## src/rtl/add_arbiter_if.sv

```systemverilog
// -----------------------------------------------------------------------------
// add_arbiter_if
// Purpose : bundles the requester-side and response-side handshake of the
//           shared-adder arbiter into one interface.
//
// Signals :
//   req_valid [NUM_REQ]          per-requester request valid
//   req_ready [NUM_REQ]          per-requester accept, one-hot or zero
//   req_a     [NUM_REQ*DATA_W]   operand A, requester i at [i*DATA_W +: DATA_W]
//   req_b     [NUM_REQ*DATA_W]   operand B, same packing as req_a
//   rsp_valid                    registered result valid
//   rsp_ready                    consumer accepts result
//   rsp_data  [DATA_W]           registered sum, truncated to DATA_W
//   rsp_carry                    carry-out of the unsigned add
//   rsp_id    [ID_W]             index of the requester that produced rsp_data
//   rsp_ovf                      signed overflow (only with ADD_ARB_OVF_EN)
//
// Modports:
//   master : requesters plus result consumer (drives req_*, rsp_ready)
//   slave  : the arbiter itself
//
// Build option: define ADD_ARB_OVF_EN to add the rsp_ovf signal.
// -----------------------------------------------------------------------------
interface add_arbiter_if #(
    parameter int NUM_REQ = 4,
    parameter int DATA_W  = 32,
    parameter int ID_W    = 2
);
    logic [NUM_REQ-1:0]        req_valid;
    logic [NUM_REQ-1:0]        req_ready;
    logic [NUM_REQ*DATA_W-1:0] req_a;
    logic [NUM_REQ*DATA_W-1:0] req_b;
    logic                      rsp_valid;
    logic                      rsp_ready;
    logic [DATA_W-1:0]         rsp_data;
    logic                      rsp_carry;
    logic [ID_W-1:0]           rsp_id;
`ifdef ADD_ARB_OVF_EN
    logic                      rsp_ovf;
`endif

`ifdef ADD_ARB_OVF_EN
    modport master (
        output req_valid, req_a, req_b, rsp_ready,
        input  req_ready, rsp_valid, rsp_data, rsp_carry, rsp_id, rsp_ovf
    );

    modport slave (
        input  req_valid, req_a, req_b, rsp_ready,
        output req_ready, rsp_valid, rsp_data, rsp_carry, rsp_id, rsp_ovf
    );
`else
    modport master (
        output req_valid, req_a, req_b, rsp_ready,
        input  req_ready, rsp_valid, rsp_data, rsp_carry, rsp_id
    );

    modport slave (
        input  req_valid, req_a, req_b, rsp_ready,
        output req_ready, rsp_valid, rsp_data, rsp_carry, rsp_id
    );
`endif
endinterface

```

## src/rtl/add_arbiter.sv

```systemverilog
// -----------------------------------------------------------------------------
// add_arbiter
// Purpose : round-robin arbiter that shares one DATA_W-bit adder among
//           NUM_REQ requesters. One requester is granted per cycle, its
//           operands are added, and the sum is registered on a single
//           response channel tagged with the requester index.
//
// Ports   :
//   clk  in   rising-edge clock
//   rst  in   asynchronous reset, active low (0 = reset asserted)
//   bus  slave modport of add_arbiter_if (request and response channels)
//
// Build option: ADD_ARB_OVF_EN adds rsp_ovf, the registered two's-complement
//               overflow of the captured add. Without it the port and its
//               logic are absent; everything else is unchanged.
//
// Timing  : req_ready is combinational from req_valid, rsp_ready and state.
//           Requesters must not make req_valid depend on req_ready.
//           The result appears one cycle after the accept edge, and a full
//           result register can be replaced on the edge it is consumed, so
//           back-to-back grants give one result per cycle.
// -----------------------------------------------------------------------------
module add_arbiter #(
    parameter int NUM_REQ = 4,
    parameter int DATA_W  = 32,
    parameter int ID_W    = 2
) (
    input  logic          clk,
    input  logic          rst,
    add_arbiter_if.slave  bus
);

    // FSM encoding: IDLE holds no result, HOLD presents a result on rsp_*.
    localparam logic [0:0] ST_IDLE = 1'b0;
    localparam logic [0:0] ST_HOLD = 1'b1;

    // Pointer value that makes requester 0 the first winner after reset.
    localparam logic [ID_W-1:0] LAST_GRANT_RST = ID_W'(NUM_REQ - 1);

    // ------------------------------------------------------------------
    // Helper functions
    // ------------------------------------------------------------------

    // Index of the requester 'off' positions after 'base', wrapping at
    // NUM_REQ (NUM_REQ need not be a power of two).
    function automatic logic [ID_W-1:0] rr_index(
        input logic [ID_W-1:0] base,
        input int unsigned     off
    );
        int unsigned pos;
        pos = 32'(base) + off;
        pos = pos % 32'(NUM_REQ);
        return pos[ID_W-1:0];
    endfunction

    // Unsigned add with the carry kept as the extra top bit.
    function automatic logic [DATA_W:0] add_wide(
        input logic [DATA_W-1:0] a,
        input logic [DATA_W-1:0] b
    );
        return {1'b0, a} + {1'b0, b};
    endfunction

`ifdef ADD_ARB_OVF_EN
    // Signed overflow: operands agree in sign but the sum does not.
    function automatic logic signed_ovf(
        input logic [DATA_W-1:0] a,
        input logic [DATA_W-1:0] b,
        input logic [DATA_W-1:0] s
    );
        return (a[DATA_W-1] == b[DATA_W-1]) && (s[DATA_W-1] != a[DATA_W-1]);
    endfunction
`endif

    // ------------------------------------------------------------------
    // State and result registers
    // ------------------------------------------------------------------
    logic [0:0]        r_state;
    logic [ID_W-1:0]   r_last_grant;
    logic              r_rsp_valid;
    logic [DATA_W-1:0] r_rsp_data;
    logic              r_rsp_carry;
    logic [ID_W-1:0]   r_rsp_id;
`ifdef ADD_ARB_OVF_EN
    logic              r_rsp_ovf;
`endif

    // ------------------------------------------------------------------
    // Combinational nets
    // ------------------------------------------------------------------
    logic              w_found;
    logic [ID_W-1:0]   w_gnt_idx;
    logic [ID_W-1:0]   w_cand;
    logic              w_can_accept;
    logic              w_xfer;
    logic [NUM_REQ-1:0] w_req_ready;
    logic [DATA_W-1:0] w_op_a;
    logic [DATA_W-1:0] w_op_b;
    logic [DATA_W:0]   w_sum;

    // Round-robin search: walk from farthest to nearest candidate after
    // the last grant so the nearest valid requester overwrites the rest.
    always_comb begin
        w_found   = 1'b0;
        w_gnt_idx = '0;
        w_cand    = '0;
        for (int unsigned k = 32'(NUM_REQ); k >= 32'd1; k--) begin
            w_cand    = rr_index(r_last_grant, k);
            w_found   = w_found | bus.req_valid[w_cand];
            w_gnt_idx = bus.req_valid[w_cand] ? w_cand : w_gnt_idx;
        end
    end

    // Accept when empty, or when the held result is being consumed now.
    always_comb begin
        if (r_state == ST_IDLE) begin
            w_can_accept = 1'b1;
        end else if (r_state == ST_HOLD) begin
            w_can_accept = bus.rsp_ready;
        end else begin
            w_can_accept = 1'b0;
        end
    end

    assign w_xfer = w_can_accept & w_found;

    // One-hot grant for the winner, all-zero when nothing can be taken.
    always_comb begin
        if (w_xfer) begin
            w_req_ready = NUM_REQ'(1'b1) << w_gnt_idx;
        end else begin
            w_req_ready = '0;
        end
    end

    // Operand mux into the shared adder.
    assign w_op_a = bus.req_a[int'(w_gnt_idx)*DATA_W +: DATA_W];
    assign w_op_b = bus.req_b[int'(w_gnt_idx)*DATA_W +: DATA_W];
    assign w_sum  = add_wide(w_op_a, w_op_b);

    // Sequencer: capture a granted sum, hold it until consumed, and drop
    // back to IDLE when it is consumed with nothing new to load.
    always_ff @(posedge clk or negedge rst) begin
        if (!rst) begin
            r_state      <= ST_IDLE;
            r_last_grant <= LAST_GRANT_RST;
            r_rsp_valid  <= 1'b0;
            r_rsp_data   <= '0;
            r_rsp_carry  <= 1'b0;
            r_rsp_id     <= '0;
`ifdef ADD_ARB_OVF_EN
            r_rsp_ovf    <= 1'b0;
`endif
        end else begin
            case (r_state)
                ST_IDLE, ST_HOLD: begin
                    if (w_xfer) begin
                        r_state      <= ST_HOLD;
                        r_last_grant <= w_gnt_idx;
                        r_rsp_valid  <= 1'b1;
                        r_rsp_data   <= w_sum[DATA_W-1:0];
                        r_rsp_carry  <= w_sum[DATA_W];
                        r_rsp_id     <= w_gnt_idx;
`ifdef ADD_ARB_OVF_EN
                        r_rsp_ovf    <= signed_ovf(w_op_a, w_op_b, w_sum[DATA_W-1:0]);
`endif
                    end else if ((r_state == ST_HOLD) && bus.rsp_ready) begin
                        // Consumed with no new request: payload keeps its
                        // last value, only valid drops.
                        r_state     <= ST_IDLE;
                        r_rsp_valid <= 1'b0;
                    end else begin
                        r_state     <= r_state;
                        r_rsp_valid <= r_rsp_valid;
                    end
                end
                default: begin
                    // Unreachable encoding: recover to empty.
                    r_state     <= ST_IDLE;
                    r_rsp_valid <= 1'b0;
                end
            endcase
        end
    end

    // ------------------------------------------------------------------
    // Outputs
    // ------------------------------------------------------------------
    assign bus.req_ready = w_req_ready;
    assign bus.rsp_valid = r_rsp_valid;
    assign bus.rsp_data  = r_rsp_data;
    assign bus.rsp_carry = r_rsp_carry;
    assign bus.rsp_id    = r_rsp_id;
`ifdef ADD_ARB_OVF_EN
    assign bus.rsp_ovf   = r_rsp_ovf;
`endif

endmodule

```

## src/flat_wrapper.sv

```systemverilog
// flat-port wrapper written by rule: the top's interface ports become plain ports
module add_arbiter_flat 
#(
    parameter int NUM_REQ = 4,
    parameter int DATA_W  = 32,
    parameter int ID_W    = 2
)
  (clk, rst, bus_req_valid, bus_req_a, bus_req_b, bus_rsp_ready, bus_req_ready, bus_rsp_valid, bus_rsp_data, bus_rsp_carry, bus_rsp_id);
  add_arbiter_if #(.NUM_REQ(NUM_REQ), .DATA_W(DATA_W), .ID_W(ID_W)) bus_i ();
  input  logic clk;
  input  logic rst;
  input wire logic [$bits(bus_i.req_valid)-1:0] bus_req_valid;
  input wire logic [$bits(bus_i.req_a)-1:0] bus_req_a;
  input wire logic [$bits(bus_i.req_b)-1:0] bus_req_b;
  input wire logic [$bits(bus_i.rsp_ready)-1:0] bus_rsp_ready;
  output wire logic [$bits(bus_i.req_ready)-1:0] bus_req_ready;
  output wire logic [$bits(bus_i.rsp_valid)-1:0] bus_rsp_valid;
  output wire logic [$bits(bus_i.rsp_data)-1:0] bus_rsp_data;
  output wire logic [$bits(bus_i.rsp_carry)-1:0] bus_rsp_carry;
  output wire logic [$bits(bus_i.rsp_id)-1:0] bus_rsp_id;
  assign bus_i.req_valid = bus_req_valid;
  assign bus_i.req_a = bus_req_a;
  assign bus_i.req_b = bus_req_b;
  assign bus_i.rsp_ready = bus_rsp_ready;
  assign bus_req_ready = bus_i.req_ready;
  assign bus_rsp_valid = bus_i.rsp_valid;
  assign bus_rsp_data = bus_i.rsp_data;
  assign bus_rsp_carry = bus_i.rsp_carry;
  assign bus_rsp_id = bus_i.rsp_id;
  add_arbiter #(.NUM_REQ(NUM_REQ), .DATA_W(DATA_W), .ID_W(ID_W)) u_core (.clk(clk), .rst(rst), .bus(bus_i));
endmodule
```

## config.mk

```make
export PLATFORM = sky130hd
export DESIGN_NAME = add_arbiter_flat
export DESIGN_NICKNAME = d
export VERILOG_FILES = /design/src/rtl/add_arbiter_if.sv /design/src/rtl/add_arbiter.sv /design/src/flat_wrapper.sv
export SDC_FILE = /design/constraint.sdc
export NUM_CORES = 1
export LEC_CHECK = 0
export CAP_MARGIN = 0
export CORE_ASPECT_RATIO = 0.5
export CORE_MARGIN = 2
export CORE_UTILIZATION = 30
export CTS_CLUSTER_DIAMETER = 200
export CTS_CLUSTER_SIZE = 25
export DETAILED_ROUTE_END_ITERATION = 8
export PLACE_DENSITY = 0.64
export SLEW_MARGIN = 10
export SYNTH_ARGS = -nofsm -noshare
export SYNTH_HDL_FRONTEND = slang
export SYNTH_SLANG_ARGS = --single-unit
```

## constraint.sdc

```tcl
create_clock -name clk -period 8.2 [get_ports clk]
set_input_delay 2.05 -clock clk [delete_from_list [all_inputs] [get_ports clk]]
set_output_delay 2.05 -clock clk [all_outputs]
set_load 0.02 [all_outputs]
```

==> results.md, run 1 <==
* Sum Neg Setup Slack at 0 ns
* Setup violators final at 0
* Die ar. at between 15,000 and 20,000 um^2
* Post-Syn Nets at roughly 1,100
* Largest family of logic cells by synthesized area: compound AO/OA/AOI/OAI gates
* FFs w/ async S/R, synth at 1.00
* Unrepaired setup endpoints after global routing: false
* Xor/xnor share of the synthesized area at 0.0207
* Initial DRC count at ~800
* M1 GR Usage at 0.398
* Post-synth EDFFs at 0
* Sequential share of the synthesized area at 0.173
* Cells after synthesis at about 800
* Gr usage total at 0.254
* Final GP Congestion at ~0.94
* Core Region at between 15,000 and 20,000 um^2
* NumNets Final at 1,362
* Status: finished clean
* Critical-path cell list: clkdlybuf4s50_1, inv_1, o21ai_0, a211o_4, and3_1, clkdlybuf4s50_1
* Final core occ at 0.499
* Pre-CTS setup slack at 1.37 ns
* Share of post-route cells with drive strength above 1 at 0.0319
* Clock Skew at 0.00272 ns
* CTS Buffer Depth at 2
* Grt ovf at 0
* Crit path capture type: output port
* Initial core utilization at 0.312
* VDD IR max at approximately 0.00013 V
* Num CTS Buffers at 5
* Port Buffer Count at around 300
* Clock-pin slew on the worst setup and hold paths at roughly 0.060 ns
* Max Cap Viol at 0
* Crit share post-route at 0.820
* Crit path DAT at roughly 4.7 ns
* Mux contribution to synthesized area at 0.00726
* ANT nets after route at 0
* Yosys cell types at 60
* Initial antenna violation count at 1
* CP max stage delay at 0.72 ns
* Drt first pass iters at 7
* Syn_area_per_cell at ~6.7 um^2
* Die Wd at just under 200 um
* Post-CTS setup buffers at 0
* CP Data Required Time at roughly 6.2 ns
* Commonest non-fill, non-tap cell in the layout: clkdlybuf4s50_1
* Number of global-route vias before repair at 6,564
* H-tree levels at 2
* Crit Path Max Fanout at 90
* Yosys warns at 0
* I/O pin cnt at just over 300
* P per Cell Area at a little over 300 nW/um^2
* Fin. max-slew vios at 0
* Final Worst Setup Slack at around 1.5 ns
* Post-DP HPWL at 21,000 um
* M2 GR Usage at 0.365
* Synth Register Bits at 38
* Slew headroom at 0.411
* Synth Area in Simple Gates at 0.321
* Cell leakage power at 3.42 nW
* TritonCTS clock tree: built
* Hold Violations, Final at 0
* Synth Flop Type: dfrtp_1
* Clock latency on the worst-skew pair at between 0.2 and 0.3 ns
* Most common cell on crit path: clkdlybuf4s50_1
* WL/cell at 19.8 um
* Num Clock Sinks at 38
* # rows at 34
* Vert. Die Dim at about 100 um
* Vias post-DR at approximately 7,300
* Post-CTS Resized at 0
* Slowest cell on the critical path: a211o_4
* Largest net degree at the start of global routing at 94
* First-pass GRT wire length at approximately 39,000 um
* Synth Area in Compound Gates at 0.343
* Cell area after synthesis at between 5000 and 6000 um^2
* Routed WL at 25,700 um
* Final critical-path required period at 6.72 ns
* Root buffer cell: clkbuf_16
* Vias per cell at between 5 and 6
* Most Used Layer, Global Route: met1
* Crit Path Category: in -> out
* N_diodes at 0
* Hold WC Path Type: reg -> reg
* Routing usage on met3 at 0.0423
* # DRC at 0
* Worst Tran Pin Value at ~0.9 ns
* Fmax at approximately 150 MHz
* CTS Hold Bufs at 0
* Post-Synth Adder-Cell Area at 0.0763
* CP startpoint kind: input port
* Most frequent cells in the layout: clkdlybuf4s50_1 (301), nand2_1 (200), a31oi_1 (67), a211oi_1 (67), and2_1 (62)
* Synth-to-Final Area Change at 60.2%
-- sequential cells by signal, summed over array words and instances, names as in the netlist --
register / count
u_core.bus.rsp_data: 32
u_core.bus.rsp_id: 2
u_core.r_last_grant: 2
u_core.bus.rsp_carry: 1
u_core.bus.rsp_valid: 1
-- final timing paths --
path | from | endpoint | slack [ns] | cells past startpoint
worst max-delay path | bus_req_valid[0] | bus_req_ready[0] | 1.48 | 6
worst min-delay path | u_core.bus.rsp_data[20]$_DFFE_PN0P_ | u_core.bus.rsp_data[20]$_DFFE_PN0P_ | 0.48 | 2
worst max register to register | u_core.r_last_grant[0]$_DFFE_PN1P_ | u_core.bus.rsp_data[31]$_DFFE_PN0P_ | 3.51 | 14
worst min register to register | u_core.bus.rsp_data[20]$_DFFE_PN0P_ | u_core.bus.rsp_data[20]$_DFFE_PN0P_ | 0.48 | 2
max in group asynchronous | rst | u_core.bus.rsp_data[15]$_DFFE_PN0P_ | 5.76 | 1
min in group asynchronous | rst | u_core.bus.rsp_data[28]$_DFFE_PN0P_ | 1.88 | 1
-- cell type report --
type | count | area [um^2]
clock buffers | 5 | 125
clock inverters | 3 | 68.8
fillers | 1757 | 8870
inverters | 7 | 26.3
multi-input cells | 705 | 4270
flip-flops and latches | 38 | 953
well taps | 234 | 293
repair buffers | 309 | 3100
-- logic make-up after synthesis --
kind of cell    count (synthesis)
flops                          38
simple gates                  374
buf+inv                        77
mux                             4
xor+xnor                       13
fa+ha+maj                      33
compound gates                281
-- per-stage QoR --
stage	area, um^2	power (mW)	std cells	hold slack [ns]
global route	8830	2.93	1301	0.506
CTS	8830	2.70	1301	0.484
finish	8830	2.74	1301	0.479
detailed placement	8640	2.43	1293	0.471
global placement	8640	2.42	1293	0.469
floorplan	5510	1.64	820	0.498
-- where the power goes --
part	switching, mW	leakage (nW)	total [mW]	internal [mW]
Clock	0.0796	0.0940	0.254	0.175
Combinational	1.31	2.88	2.15	0.834
Sequential	0.0593	0.452	0.339	0.280
-- worst max-delay path: cells and delay by family --
family                 cells  cell delay, ns
buffers and inverters      3            1.19
AO/OA/AOI/OAI              2            1.13
AND/OR/NAND/NOR            1            0.27
-- per-layer routing --
layer | up-vias | routed length [um]
li1 | 3510 | -
met5 | - | 0
met2 | 345 | 10700
met4 | 0 | 320
met1 | 3408 | 12500
met3 | 26 | 2240
-- Yosys cell counts (4+ instances only) --
cell / instances / area (um^2)
a211o_1: 4 / 35.0
o21a_1: 12 / 90.1
and3_1: 8 / 50.1
or3_1: 5 / 31.3
nand4_1: 16 / 100
ha_1: 32 / 400
nand2_1: 200 / 751
a21o_1: 11 / 82.6
a21oi_1: 47 / 235
xnor2_1: 7 / 61.3
a211oi_1: 67 / 503
and2_1: 62 / 388
clkbuf_1: 41 / 154
nand3_1: 17 / 85.1
o211ai_1: 4 / 30.0
a31oi_1: 67 / 419
o31ai_1: 11 / 82.6
dfrtp_1: 36 / 901
nor4_1: 5 / 31.3
nor2_1: 19 / 71.3
and2_0: 5 / 31.3
o21bai_1: 4 / 30.0
buf_1: 9 / 33.8
buf_2: 18 / 90.1
mux2i_1: 4 / 40.0
nor3_1: 18 / 90.1
o21ai_0: 30 / 150
or4_1: 4 / 30.0
xor2_1: 6 / 52.6
inv_1: 7 / 26.3
Note: power is estimated with default switching activity, not from simulation.
==> run 2, diff against run 1 <==
Clock period 8.2 ns to 6.9 ns, I/O delays scaled along.
==> results.md, run 2 (synthesis results as in run 1) <==
* Gr usage total at 0.249 (was 0.254)
* I/O pin cnt at 303 (unchanged)
* Routed WL at 25,400 um (was 25,700 um)
* Post-DP HPWL at 20,900 um (was 21,000 um)
* Clock-pin slew on the worst setup and hold paths at 0.06 ns (about the same)
* Initial DRC count at 688 (was 804)
* Vert. Die Dim at 99.9 um (unchanged)
* Commonest non-fill, non-tap cell in the layout: clkdlybuf4s50_1 (unchanged)
* Status: finished clean (unchanged)
* Filler cells at 1,772 (was 1,757)
* Switching Fraction at 0.536 (was 0.530)
* Clock Skew at 0.00407 ns (was 0.00272 ns)
* CTS Buffer Depth at 2 (unchanged)
* Crit Path Max Fanout at 87 (was 90)
* Drt first pass iters at 5 (was 7)
* Largest net degree at the start of global routing at 88 (was 94)
* Clock power share at 0.074 (was 0.093)
* Share of post-route cells with drive strength above 1 at 0.0337 (was 0.0319)
* Number of global-route vias before repair at 6,844 (was 6,564)
* Pint at 1.48 mW (was 1.29 mW)
* Crit path capture type: output port (unchanged)
* Unrepaired setup endpoints after global routing: false (unchanged)
* First-pass GRT wire length at 38,200 um (was 38,700 um)
* Final Worst Setup Slack at 0.822 ns (was 1.48 ns)
* Fin. max-slew vios at 0 (unchanged)
* Gate power share at 0.799 (was 0.783)
* Final critical-path required period at about 6 ns
* Total power draw at 3.19 mW (was 2.74 mW)
* Hold WC Path Type: reg -> reg (unchanged)
* Num Clock Sinks at 38 (unchanged)
* Vias per cell at 5.56 (was 5.60)
* Initial antenna violation count at 0 (was 1)
* Final GP Congestion at 1.05 (was 0.938)
* Grt ovf at 0 (unchanged)
* Initial core utilization at 0.312 (unchanged)
* Clock latency on the worst-skew pair at 0.28 ns (about the same)
* Die ar. at 19,500 um^2 (unchanged)
* Worst Tran Pin Value at 0.876 ns (was 0.884 ns)
* Setup violators final at 0 (unchanged)
* Synth-to-Final Area Change at 60.2% (unchanged)
* CP Data Required Time at 5.18 ns (was 6.15 ns)
* Num CTS Buffers at 5 (unchanged)
* Most frequent cells in the layout: clkdlybuf4s50_1 (301), nand2_1 (200), a31oi_1 (67), a211oi_1 (67), and2_1 (62) (unchanged)
* Switching power total at 1.71 mW (was 1.45 mW)
* CTS Hold Bufs at 0 (unchanged)
* Core Region at 17,700 um^2 (unchanged)
* TritonCTS clock tree: built (unchanged)
* WL/cell at 19.5 um (was 19.8 um)
* CP startpoint kind: input port (unchanged)
* Crit path DAT at 4.35 ns (was 4.67 ns)
* ANT nets after route at 0 (unchanged)
* Crit Path Category: in -> out (unchanged)
* Sum Neg Setup Slack at 0 ns (unchanged)
* Root buffer cell: clkbuf_16 (unchanged)
* H-tree levels at 2 (unchanged)
* Post-CTS setup buffers at 0 (unchanged)
* Cell leakage power at 3.42 nW (about the same)
* Max reg flops at 32 (unchanged)
* VDD IR max at 0.000150 V (was 0.000126 V)
* # rows at 34 (unchanged)
* Post-CTS Resized at 0 (unchanged)
* Die Wd at 196 um (unchanged)
* NumNets Final at 1,364 (was 1,362)
* Slew headroom at 0.416 (was 0.411)
* Port Buffer Count at 302 (unchanged)
* Hold Violations, Final at 0 (unchanged)
* # DRC at 0 (unchanged)
* Crit share post-route at 0.881
* P per Cell Area at 361 nW/um^2 (was 311 nW/um^2)
* Seq pwr share at 0.127 (was 0.124)
* Pre-CTS setup slack at 0.682 ns (was 1.37 ns)
* Vias post-DR at 7,253 (was 7,289)
* Fmax at roughly 160 MHz
* Max Cap Viol at 0 (unchanged)
[run 2: cell types whose count changed in the layout (fill, tap and decap cells not counted), sizes merged]
cell      before  now
buf            8   10
bufinv         2    0
clkbuf         5    6
clkinvlp       0    1
diode          0    1
[run 2: worst paths after layout]
path,slack (ns),depth (start not counted),startpoint,endpoint
max reg2reg,2.24,14,u_core.r_last_grant[1]$_DFFE_PN1P_,u_core.bus.rsp_data[18]$_DFFE_PN0P_
max in group asynchronous,4.78,1,rst,u_core.bus.rsp_data[6]$_DFFE_PN0P_
max,0.82,6,bus_req_valid[0],bus_req_ready[0]
min in group asynchronous,1.56,1,rst,u_core.bus.rsp_data[25]$_DFFE_PN0P_
min,0.48,2,u_core.bus.rsp_id[1]$_DFFE_PN0P_,u_core.bus.rsp_id[1]$_DFFE_PN0P_
min reg2reg,0.48,2,u_core.bus.rsp_id[1]$_DFFE_PN0P_,u_core.bus.rsp_id[1]$_DFFE_PN0P_
[run 2: power groups by stage]
stage          Sequential, mW  Combinational (mW)  Clock, mW
2_1_floorplan           0.510                1.44          0
3_3_place_gp            0.406                2.45          0
3_5_place_dp            0.407                2.47          0
4_1_cts                 0.406                2.49      0.243
5_1_grt                 0.418                2.74      0.251
6_report                0.404                2.55      0.236
[run 2: worst max-delay path, cell delays in order]
cell	delay, ns
clkdlybuf4s50_1	0.54
inv_1	0.05
o21ai_0	0.43
a211o_4	0.71
and3_1	0.27
clkdlybuf4s50_1	0.61
[run 2: metal layers]
metal	vias up	share of wire	track usage
met4	0	0.015	0.0490
met5	-	0	0
met1	3370	0.49	0.373
met2	348	0.43	0.375
li1	3505	-	-
met3	30	0.074	0.0417
[run 2: through the flow]
step | instances | hold slack (ns) | util | area (um^2)
after floorplan | 820 | 0.498 | - | 5510
after global placement | 1295 | 0.471 | 0.490 | 8680
after CTS | 1303 | 0.487 | 0.499 | 8830
final | 1304 | 0.480 | 0.499 | 8830
after detailed placement | 1295 | 0.472 | 0.490 | 8680
after global routing | 1303 | 0.515 | 0.499 | 8830
[run 2: area by class of cell]
class	instances	area (um^2)	area share
multi-input cells	705	4270	0.483
repair buffers	311	3140	0.355
flip-flops and latches	38	953	0.108
well taps	234	293	0.0332
clock buffers	6	139	0.0157
inverters	7	26.3	0.00298
clock inverters	2	12.5	0.00142
diodes	1	2.50	0.000283
==> run 3, diff against run 2 <==
Settings changed: TNS_END_PERCENT set to 20.
==> results of run 3 <==
Same layout as run 2: the final DEF is identical, and so are final timing and power.
